<file path="src/rtl/fetch_stage.sv">
// fetch_stage: WISC instruction fetch (PC, imem handshake, skid buffer, IF/ID register).
// Define FETCH_PERF_CNT_EN to build the saturating stall/drop performance counters.
module fetch_stage #(
    parameter int ADDR_W = 16,
    parameter logic [ADDR_W-1:0] RESET_PC = '0,
    parameter logic [3:0] HALT_OP = 4'b1111
) (
    input  logic              clk,
    input  logic              rst_n,
    output logic              imem_req,
    output logic [ADDR_W-1:0] imem_addr,
    input  logic              imem_ready,
    input  logic [15:0]       imem_rdata,
    input  logic              stall,
    input  logic              br_taken,
    input  logic [ADDR_W-1:0] br_target,
    output logic              if_valid,
    output logic [15:0]       if_instr,
    output logic [3:0]        if_opcode,
    output logic [ADDR_W-1:0] if_pc_plus2,
    output logic              halted,
    output logic [15:0]       perf_stall_cnt,
    output logic [15:0]       perf_drop_cnt
);
    typedef enum logic [1:0] {ISSUE, WAIT, HOLD, HALT} state_t;
    state_t state, state_nx;
    logic [ADDR_W-1:0] pc, pc_nx, fetch_pc, fetch_pc_nx, pc_inc, skid_pc2, skid_pc2_nx, if_pc_plus2_nx;
    logic [15:0] skid_instr, skid_instr_nx, if_instr_nx;
    logic drop, drop_nx, if_valid_nx, load;

    assign pc_inc    = fetch_pc + ADDR_W'(2);
    assign imem_req  = rst_n && state == ISSUE && !br_taken;
    assign imem_addr = pc;
    assign if_opcode = if_instr[15:12];
    assign halted    = state == HALT;

    always_comb begin
        state_nx       = state;
        pc_nx          = pc;
        fetch_pc_nx    = fetch_pc;
        drop_nx        = drop;
        skid_instr_nx  = skid_instr;
        skid_pc2_nx    = skid_pc2;
        load           = 1'b0;
        if_instr_nx    = if_instr;
        if_pc_plus2_nx = if_pc_plus2;
        case (state)
            ISSUE: begin
                if (br_taken) pc_nx = br_target;
                else begin
                    fetch_pc_nx = pc;
                    state_nx    = WAIT;
                end
            end
            WAIT: begin
                // a redirect poisons the outstanding request unless its response lands now
                if (br_taken) begin
                    pc_nx   = br_target;
                    drop_nx = !imem_ready;
                    if (imem_ready) state_nx = ISSUE;
                end else if (imem_ready && drop) begin
                    drop_nx  = 1'b0;
                    state_nx = ISSUE;
                end else if (imem_ready && stall) begin
                    pc_nx         = pc_inc;
                    skid_instr_nx = imem_rdata;
                    skid_pc2_nx   = pc_inc;
                    state_nx      = HOLD;
                end else if (imem_ready) begin
                    pc_nx          = pc_inc;
                    load           = 1'b1;
                    if_instr_nx    = imem_rdata;
                    if_pc_plus2_nx = pc_inc;
                    state_nx       = imem_rdata[15:12] == HALT_OP ? HALT : ISSUE;
                end
            end
            HOLD: begin
                if (br_taken) begin
                    pc_nx         = br_target;
                    skid_instr_nx = '0;
                    skid_pc2_nx   = '0;
                    state_nx      = ISSUE;
                end else if (!stall) begin
                    load           = 1'b1;
                    if_instr_nx    = skid_instr;
                    if_pc_plus2_nx = skid_pc2;
                    state_nx       = skid_instr[15:12] == HALT_OP ? HALT : ISSUE;
                end
            end
            default: begin
                if (br_taken) begin
                    pc_nx    = br_target;
                    state_nx = ISSUE;
                end
            end
        endcase
        if_valid_nx = !br_taken && (stall ? if_valid : load);
    end

    always_ff @(posedge clk or negedge rst_n) begin
        if (!rst_n) begin
            state       <= ISSUE;
            pc          <= RESET_PC;
            fetch_pc    <= RESET_PC;
            drop        <= 1'b0;
            skid_instr  <= '0;
            skid_pc2    <= '0;
            if_valid    <= 1'b0;
            if_instr    <= '0;
            if_pc_plus2 <= '0;
        end else begin
            state       <= state_nx;
            pc          <= pc_nx;
            fetch_pc    <= fetch_pc_nx;
            drop        <= drop_nx;
            skid_instr  <= skid_instr_nx;
            skid_pc2    <= skid_pc2_nx;
            if_valid    <= if_valid_nx;
            if_instr    <= if_instr_nx;
            if_pc_plus2 <= if_pc_plus2_nx;
        end
    end

`ifdef FETCH_PERF_CNT_EN
    logic drop_evt;
    assign drop_evt = (state == WAIT && imem_ready && (drop || br_taken)) || (state == HOLD && br_taken);

    always_ff @(posedge clk or negedge rst_n) begin
        if (!rst_n) begin
            perf_stall_cnt <= '0;
            perf_drop_cnt  <= '0;
        end else begin
            if (stall && if_valid && perf_stall_cnt != 16'hFFFF) perf_stall_cnt <= perf_stall_cnt + 16'd1;
            if (drop_evt && perf_drop_cnt != 16'hFFFF) perf_drop_cnt <= perf_drop_cnt + 16'd1;
        end
    end
`else
    assign perf_stall_cnt = '0;
    assign perf_drop_cnt  = '0;
`endif
endmodule

</file>
<file path="config.mk">
export PLATFORM = sky130hd
export DESIGN_NAME = fetch_stage
export DESIGN_NICKNAME = d
export VERILOG_FILES = /design/src/rtl/fetch_stage.sv
export SDC_FILE = /design/constraint.sdc
export NUM_CORES = 1
export LEC_CHECK = 0
export ABC_AREA = 1
export CAP_MARGIN = 20
export CORE_MARGIN = 3
export CORE_UTILIZATION = 45
export CTS_CLUSTER_DIAMETER = 60
export DETAILED_ROUTE_END_ITERATION = 12
export PLACE_DENSITY = 0.77
export SYNTH_ARGS = -nofsm -noshare
export SYNTH_HDL_FRONTEND = slang
export SYNTH_SLANG_ARGS = --single-unit
</file>
<file path="constraint.sdc">
create_clock -name clk -period 1.8 [get_ports clk]
set_input_delay 0.27 -clock clk [delete_from_list [all_inputs] [get_ports clk]]
set_output_delay 0.27 -clock clk [all_outputs]
set_load 0.005 [all_outputs]
</file>
==> impl_results.md, run 1 <==
- Pin count of the biggest net entering global routing: between 100 and 150
- Total power draw: 11.1 mW
- Final min period: 1.69 ns
- Final design utilization: 0.585
- Avg Cell Area, Syn: about 8 µm²
- Synth Register Bits: 100
- Initial Util: 0.465
- Worst-margin pin slew: 0.533 ns
- H-tree depth: 3
- Most frequent cells in the layout: nand2_1 (259), dfrtp_1 (100), clkdlybuf4s50_1 (88), nor2_1 (40), o21ai_1 (37)
- F_max: 0.592 GHz
- Final setup vio count: 0
- Slowest cell on crit path: dfrtp_1
- Vias per inst: 4.93
- Crit end category: flip-flop
- RSZ-0062 raised after global routing: yes
- Layout cells sized above 1: 0.0984
- Clock-pin slew on the worst setup and hold paths: about 0.070 ns
- Hold crit path type: input port to async pin
- Reg2Reg Setup Slack: about 0.11 ns
- Commonest non-fill, non-tap cell in the layout: nand2_1
- FP Rows: 38
- Max-slew violations: 0
- First-pass GRT wire length: between 20 and 25 mm
- Clock buffer depth: 2
- Yosys warns: 0
- Final hold viol count: 3
- Synth unique cells: 36
- Iter 0 DRT Violations: slightly above 300
- Hold Slack: -0.00472 ns
- CP max stage delay: approximately 0.4 ns
- Core area: roughly 0.011 mm²
- Syn Std Cell Area: between 0.005 and 0.006 mm²
- Outcome: finished, violations left
- # placed instances: approximately 860
- DR pass1 iterations: 7
- Vias in the first global route: 4202
- Die width: 113 µm
- Initial antenna violation count: 0
- Worst-Skew Late Latency: between 0.3 and 0.4 ns
- Slew headroom: 0.645
- Leakage: about 3.2 nW
- P&R area growth vs syn: 25.9%
- Ports: 124
- Sequential area share after synthesis: 0.490
- Worst EP required: around 2.0 ns
- Cells after synthesis: 640
- # diodes: 0
- CP cell instances: buf_4, ha_4, nand2_1, o21ai_2, nor2_2, nand2_4, buf_12, nor2_1, a21oi_2
- Final Net Count: approximately 770
- TritonCTS clock tree: built
- Die area: 0.0127 mm²
- ANT nets after route: 0
- Clk sinks: 100
- Setup TNS: 0 ns
- Root buffer cell: clkbuf_16
- Crit Path Category: flip-flop to flip-flop
- Post-DP HPWL: 8.64 mm
- GRT Total Usage: 0.194
- Wirelength per Cell: approximately 14 µm
- Startpoint types: flip-flop
- DRC: 0
- Num CTS Buffers: 9
- Crit Path Max Fanout: 17
- Die H: between 100 and 150 µm
- Fin crit share: 0.938
- Hold-fix buffers at CTS: 0
- GP Congestion: a little over 0.8
- Vias after detailed routing: about 4.3k
- Violated checks: negative hold slack
- Pwr dens: between 1500 and 2000 mW/mm²
- Total wire length: around 12 mm
- Global route overflow: 0
- Worst VDD drop: ~800 µV
- Clk_skew: 0.0103 ns
- Fin cells: 872
- Max cap viols: 0
- CP Data Arrival Time: roughly 1.9 ns
- PortBufs: 91
cells in the mapped netlist, drive strengths merged:
cell / instances / area (µm²)
a21oi: 16 / 103
a31oi: 3 / 18.8
buf: 58 / 407
clkbuf: 4 / 16.3
clkinv: 1 / 3.75
conb: 1 / 3.75
dfrtp: 100 / 2500
ha: 5 / 62.6
inv: 35 / 136
mux2: 7 / 78.8
nand2: 265 / 1010
nand3: 12 / 60.1
nand3b: 1 / 7.51
nand4: 8 / 65.1
nor2: 48 / 198
nor3: 1 / 5.00
o211ai: 3 / 22.5
o21ai: 59 / 299
o21bai: 2 / 15.0
o22ai: 2 / 12.5
or2: 2 / 12.5
xnor2: 3 / 26.3
xor2: 4 / 35.0
flip-flops by register name, indices dropped and copies added, names as in the netlist:
signal       count
fetch_pc        16
if_instr        16
if_pc_plus2     16
imem_addr       16
skid_instr      16
skid_pc2        16
state            2
drop             1
if_valid         1
layout make-up:
class | instances | area (µm²)
Clock buffer | 11 | 233
Sequential cell | 100 | 2500
Fill cell | 1007 | 4560
Inverter | 36 | 154
Clock inverter | 5 | 61.3
Multi-Input combinational cell | 473 | 2190
Tap cell | 140 | 175
Timing Repair Buffer | 107 | 1110
report_power, final:
part / total, mW / internal [mW] / switching (mW)
Combinational: 5.16 / 2.41 / 2.75
Sequential: 4.06 / 3.32 / 0.741
Clock: 1.91 / 1.09 / 0.819
Total: 11.1 / 6.82 / 4.31
worst paths after layout:
check	startpoint	to	depth (start not counted)
worst max-delay path	state[0]$_DFFE_PN0P_	if_pc_plus2[10]$_DFFE_PN0P_	9
worst min-delay path	rst_n	if_instr[6]$_DFFE_PN0P_	2
worst max register to register	state[0]$_DFFE_PN0P_	if_pc_plus2[10]$_DFFE_PN0P_	9
worst min register to register	if_instr[8]$_DFFE_PN0P_	if_instr[8]$_DFFE_PN0P_	2
max in group asynchronous	rst_n	if_valid$_DFF_PN0_	2
min in group clk	if_instr[8]$_DFFE_PN0P_	if_instr[8]$_DFFE_PN0P_	2
cell families (layout without fill, tap and decap cells):
logic type	Yosys count	in the layout	share of synthesized area
muxes	7	7	0.0154
other	1	32	0.000735
xor gates and xnor gates	7	7	0.0120
and+or+nand+nor	337	337	0.267
adders and majority gates	5	5	0.0123
buffers and inverters	98	159	0.110
DFF	100	100	0.490
AOI/OAI and AO/OA	85	85	0.0922
repair_timing:
action	4_1_cts	5_1_grt
endpoints found under the hold margin	0	0
gates resized for setup	9	5
buffers inserted	1	0
endpoints found under the setup margin	6	30
pin swaps	1	0
metrics by stage:
| step | setup slack [ns] | cell area (µm²) |
|---|---|---|
| 2_1_floorplan | 0.282 | 5220 |
| 3_3_place_gp | -0.0104 | 6080 |
| 3_5_place_dp | -0.0953 | 6080 |
| 4_1_cts | 0.0564 | 6400 |
| 5_1_grt | -0.0220 | 6420 |
| 6_report | 0.111 | 6420 |
worst max-delay path, delay by kind of cell, from the launching register on:
| family | cells | cell delay [ns] |
|---|---|---|
| flops | 1 | 0.41 |
| simple gates | 4 | 0.47 |
| fa+ha+maj | 1 | 0.19 |
| buf+inv | 2 | 0.33 |
| compound gates | 2 | 0.15 |
routing by layer:
layer | GRT usage | vias up | wire length [µm]
met5 | 0 | - | 0
met4 | 0.0321 | 0 | 64
met3 | 0.0566 | 6 | 882
met2 | 0.325 | 160 | 5830
met1 | 0.255 | 1991 | 5320
li1 | - | 2139 | -
Note: power is estimated with default switching activity, not from simulation.
==> run 2: changes to the inputs <==
--- a/config.mk
+++ b/config.mk
@@ -8,10 +8,11 @@
 export ABC_AREA = 1
 export CAP_MARGIN = 20
 export CORE_MARGIN = 3
-export CORE_UTILIZATION = 45
+export CORE_UTILIZATION = 40
 export CTS_CLUSTER_DIAMETER = 60
 export DETAILED_ROUTE_END_ITERATION = 12
-export PLACE_DENSITY = 0.77
+export PLACE_DENSITY = 0.7
+export SKIP_CTS_REPAIR_TIMING = 1
 export SYNTH_ARGS = -nofsm -noshare
 export SYNTH_HDL_FRONTEND = slang
 export SYNTH_SLANG_ARGS = --single-unit
==> constraint.sdc (replaced) <==
create_clock -name clk -period 1.8 [get_ports clk]
set_input_delay 0.18 -clock clk [delete_from_list [all_inputs] [get_ports clk]]
set_output_delay 0.18 -clock clk [all_outputs]
set_load 0.005 [all_outputs]
==> run 2 against run 1 <==
Effect of this change:
- the flow now finishes without violations
- non-clock buffer count stayed put
- clock skew is 0.0049 ns lower
- combinational power is 1% lower
- critical path depth is 6 lower
- sequential share of layout area is 0.27 points lower
- worst setup slack worse by 0.055 ns
- clock power is 7% higher
- first-iteration DRC count is 19% higher
- critical endpoint is now halted
==> impl_results.md, run 2 (same netlist as run 1, synthesis figures left out) <==
- Max cap viols: 0
- Worst VDD drop: between 700 and 800 µV
- ANT nets after route: 0
- Clock buffer depth: 2
- Global route overflow: 0
- Final design utilization: 0.528
- Hold Slack: between 0.4 and 0.5 ns
- WHS Endpoint: imem_addr[2]$_DFFE_PN0P_
- Final Instance Area: 0.00647 mm²
- Slew headroom: 0.652
- Root buffer cell: clkbuf_16
- # diodes: 0
- GP Congestion: about 0.90
- Iter 0 DRT Violations: around 360
- Setup TNS: 0 ns
- Final min period: approximately 1.7 ns
- DRC: 0
- Setup ws final: about 0.056 ns
- RSZ-0062 raised after global routing: no
- Final hold viol count: 0
- Outcome: completed
- Most frequent cells in the layout: nand2_1 (258), dfrtp_1 (100), clkdlybuf4s50_1 (89), nor2_1 (41), o21ai_1 (37)
- Startpoint types: flip-flop
- DR pass1 iterations: 4
- Max-slew violations: 0
- Ports: 124
- Wirelength per Cell: 13.6 µm
- TritonCTS clock tree: built
- Clk_skew: 0.00543 ns
- Clock-pin slew on the worst setup and hold paths: about 0.070 ns
- P&R area growth vs syn: 26.7%
- Crit Path Category: flip-flop to primary output
- Commonest non-fill, non-tap cell in the layout: nand2_1
- PortBufs: a little over 90
- Total wire length: ~12 mm
- Num CTS Buffers: 9
- Reg2Reg Setup Slack: 0.12 ns
- Leakage: approximately 3.2 nW
- Initial antenna violation count: 0
- FP Rows: 40
- CP Data Arrival Time: 1.56 ns
- Hold depth: 3
- Hold crit path type: input port to flip-flop
- Vias after detailed routing: roughly 4.3k
- Pin count of the biggest net entering global routing: ~100
- Crit Path Max Fanout: 3
- Worst-margin pin slew: 0.522 ns
- R2r endpoint: if_pc_plus2[11]$_DFFE_PN0P_
- Die H: around 120 µm
- Vias in the first global route: 4370
- Worst EP required: about 1.6 ns
- Die area: approximately 0.014 mm²
- H-tree depth: 3
- Crit end category: primary output
- Final Net Count: slightly below 800
- Hold Startpoint: br_target[2]
- Core area: 0.0123 mm²
- Final setup vio count: 0
- Pre-CTS WS: 0.00588 ns
- First-pass GRT wire length: approximately 21 mm
- F_max: roughly 0.57 GHz
- Initial Util: 0.416
- Placed cell area: just over 0.006 mm²
- Clk sinks: 100
- FF-to-FF Start: state[0]$_DFFE_PN0P_
- Vias per inst: 4.74
- GRT Total Usage: 0.178
- Pwr dens: ~1700 mW/mm²
- Fin crit share: 0.969
- Die width: 119 µm
- Layout cells sized above 1: 0.101
- Worst-Skew Late Latency: between 0.3 and 0.4 ns
- Worst R2R Path Depth: 9
- Post-DP HPWL: about 8.5 mm
[run 2: cell types whose count changed in the layout (fill, tap and decap cells not counted), moves of 2 or more]
| cell | before | now |
|---|---|---|
| dlygate4sd2_1 | 2 | 0 |
| clkbuf_1 | 2 | 0 |
| buf_12 | 7 | 5 |
| clkinv_2 | 1 | 3 |
[run 2: critical path: stages, from the launching register on]
cell and delay, ns:
dfrtp_1 0.41, buf_4 0.14, ha_1 0.20, clkdlybuf4s50_1 0.48
[run 2: power by group]
group / switching (mW) / total (mW) / internal (mW) / leakage (nW)
Sequential: 0.736 / 4.05 / 3.31 / 1.21
Clock: 0.827 / 2.04 / 1.21 / 0.155
Combinational: 2.73 / 5.10 / 2.37 / 1.83
[run 2: area by class of cell]
| type | count | area, µm² |
|---|---|---|
| repair buffers | 107 | 1100 |
| multi-input cells | 473 | 2190 |
| repair inverters | 1 | 5.00 |
| clock inverters | 7 | 91.3 |
| inverters | 36 | 149 |
| well taps | 168 | 210 |
| fillers | 1150 | 5790 |
| flip-flops and latches | 100 | 2500 |
| clock buffers | 9 | 225 |
[run 2: how the worst max path moves through the flow]
stage | start | endpoint | slack (ns) | cells after the start
floorplan | state[1]$_DFFE_PN0P_ | if_pc_plus2[10]$_DFFE_PN0P_ | 0.28 | 10
global placement | br_taken | if_pc_plus2[12]$_DFFE_PN0P_ | 0.06 | 10
detailed placement | br_taken | if_pc_plus2[15]$_DFFE_PN0P_ | 0.006 | 10
CTS | state[0]$_DFFE_PN0P_ | imem_req | -0.15 | 5
global route | fetch_pc[1]$_DFFE_PN0P_ | if_pc_plus2[7]$_DFFE_PN0P_ | 0.000008 | 8
finish | state[0]$_DFFE_PN0P_ | halted | 0.06 | 3
[run 2: per-layer routing]
layer,vias up,routed length [µm],track usage
met4,0,146,0.0471
met3,14,707,0.0404
met1,2001,5560,0.238
li1,2123,-,-
met5,-,0,0
met2,137,5800,0.294
[run 2: through the flow]
stage / cells / power [mW]
after CTS: 896 / 11.1
after global routing: 901 / 12.2
after floorplan: 671 / 7.02
final: 901 / 11.2
after global placement: 880 / 8.89
after detailed placement: 880 / 9.06
==> run 3: changes to the inputs <==
--- a/config.mk
+++ b/config.mk
@@ -12,7 +12,6 @@
 export CTS_CLUSTER_DIAMETER = 60
 export DETAILED_ROUTE_END_ITERATION = 12
 export PLACE_DENSITY = 0.7
-export SKIP_CTS_REPAIR_TIMING = 1
 export SYNTH_ARGS = -nofsm -noshare
 export SYNTH_HDL_FRONTEND = slang
 export SYNTH_SLANG_ARGS = --single-unit
==> run 3 against run 2 <==
Effect of this change:
- sequential power hardly changed
- first-iteration DRC count is 3.3% lower
- non-clock buffer count is 1 lower
- power hardly changed
- sequential share of layout area hardly changed
- largest cell class unchanged
- largest power group unchanged
- highest routed layer unchanged
==> impl_results.md, run 3 (same netlist as run 1, synthesis figures left out) <==
- Outcome: completed
- Register area: 0.00250 mm²
- Die width: ~120 µm
- F_max: 0.592 GHz
- Wl on met1: roughly 5.6 mm
- Iter 0 DRT Violations: between 300 and 400
- Worst R2R Path Depth: 9
- PortBufs: just over 90
- Top sig layer: met4
- Pwr dens: around 1700 mW/mm²
- FP Rows: 40
- Crit end category: flip-flop
- Root buffer cell: clkbuf_16
- CP cell instances: buf_4, ha_4, nand2_1, o21ai_2, nor2_2, nand2_4, buf_12, nor2_1, a21oi_2
- Final min period: 1.69 ns
- Num CTS Buffers: 9
- Core area: approximately 0.012 mm²
- Layout cells sized above 1: 0.104
- Vias after detailed routing: approximately 4.3k
- Setup TNS: 0 ns
- # placed instances: just under 900
- CP max stage delay: 0.39 ns
- Worst-margin pin slew: about 0.54 ns
- Wire length on met3: approximately 670 µm
- Fin cells: 900
- Worst-Skew Late Latency: about 0.34 ns
- DRC: 0
- Clock-pin slew on the worst setup and hold paths: roughly 0.070 ns
- Hold crit path type: input port to flip-flop
- Clk sinks: 100
- Hold depth: 3
- Crit Path Category: flip-flop to flip-flop
- Initial Util: 0.416
- Crit Path Max Fanout: 32
- GP Congestion: roughly 0.9
- Worst EP required: about 2.0 ns
- # diodes: 0
- Fillers: between 1k and 1.5k
- Pin count of the biggest net entering global routing: 101
- Slew headroom: 0.637
- Vias per inst: 4.77
- Initial antenna violation count: 0
- DR pass1 iterations: 5
- First-pass GRT wire length: 20.9 mm
- Die H: about 120 µm
- Max-slew violations: 0
- Worst VDD drop: between 700 and 800 µV
- Final Net Count: approximately 770
- Most frequent cells in the layout: nand2_1 (258), dfrtp_1 (100), clkdlybuf4s50_1 (88), nor2_1 (39), o21ai_1 (37)
- P&R area growth vs syn: 26.7%
- Die area: 0.0142 mm²
- Fin crit share: 0.938
- RSZ-0062 raised after global routing: no
- Met2 WL post-DR: just under 6 mm
- Commonest non-fill, non-tap cell in the layout: nand2_1
- Leakage: 3.20 nW
- Clk_skew: 0.00576 ns
- GRT Total Usage: 0.179
- Post-DP HPWL: about 8.5 mm
- Global route overflow: 0
- Total wire length: approximately 12 mm
- Final hold viol count: 0
- Wirelength per Cell: about 14 µm
- Startpoint types: flip-flop
- Area occupied by multi-input gates: ~0.0022 mm²
- TritonCTS clock tree: built
- Clock buffer depth: 2
- ANT nets after route: 0
- Slowest cell on crit path: dfrtp_1
- Ports: ~120
- Max cap viols: 0
- CP Data Arrival Time: roughly 1.9 ns
- Vias in the first global route: approximately 4.4k
- H-tree depth: 3
- Final setup vio count: 0
[run 3: metrics by stage]
stage	power [mW]	setup WS, ns	hold WS, ns	cell area (µm²)	util
after floorplan	7.02	0.282	-0.116	5220	-
after global placement	8.89	0.0639	0.307	6070	0.495
after detailed placement	9.06	0.00588	0.305	6070	0.495
after CTS	11.2	0.00723	0.420	6420	0.524
after global routing	12.2	0.0219	0.436	6470	0.528
final	11.2	0.111	0.422	6470	0.528
[run 3: final timing paths]
kind,from,slack [ns],end
setup / recovery,state[0]$_DFFE_PN0P_,0.11,if_pc_plus2[12]$_DFFE_PN0P_
setup reg to reg,state[0]$_DFFE_PN0P_,0.11,if_pc_plus2[12]$_DFFE_PN0P_
hold / removal,br_target[2],0.42,imem_addr[2]$_DFFE_PN0P_
hold reg to reg,if_instr[2]$_DFFE_PN0P_,0.48,if_instr[2]$_DFFE_PN0P_
min in group asynchronous,rst_n,0.44,if_instr[4]$_DFFE_PN0P_
max in group asynchronous,rst_n,0.93,fetch_pc[5]$_DFFE_PN0P_
[run 3: where the power goes]
group,internal (mW),total (mW),switching (mW)
combinational,2.36,5.10,2.74
clock,1.21,2.04,0.827
sequential,3.31,4.05,0.739
[run 3: routing by layer]
metal  vias up  global-route usage
met4         0              0.0463
met2       150               0.296
met1      2009               0.240
met3        12              0.0399
li1       2121                   -
met5         -                   0
[run 3: what timing repair did]
action	4_1_cts	5_1_grt
setup endpoints to repair	1	77
gates cloned	0	1
pin swaps	0	0
hold buffers	1	0
hold endpoints to repair	100	0
resized for setup	6	10
buffers inserted	2	0
[run 3: final cells by class]
class | instances | area share
clock buffers | 9 | 0.0348
clock inverters | 7 | 0.0141
inverters | 36 | 0.0230
multi-input cells | 473 | 0.340
flip-flops and latches | 100 | 0.387
well taps | 168 | 0.0325
repair buffers | 106 | 0.168
repair inverters | 1 | 0.000774
[run 3: worst max-delay path, delay by kind of cell (launching register included)]
kind / cells / cell delay (ns)
compound gates: 2 / 0.15
flops: 1 / 0.39
buf+inv: 2 / 0.34
fa+ha+maj: 1 / 0.19
simple gates: 4 / 0.49
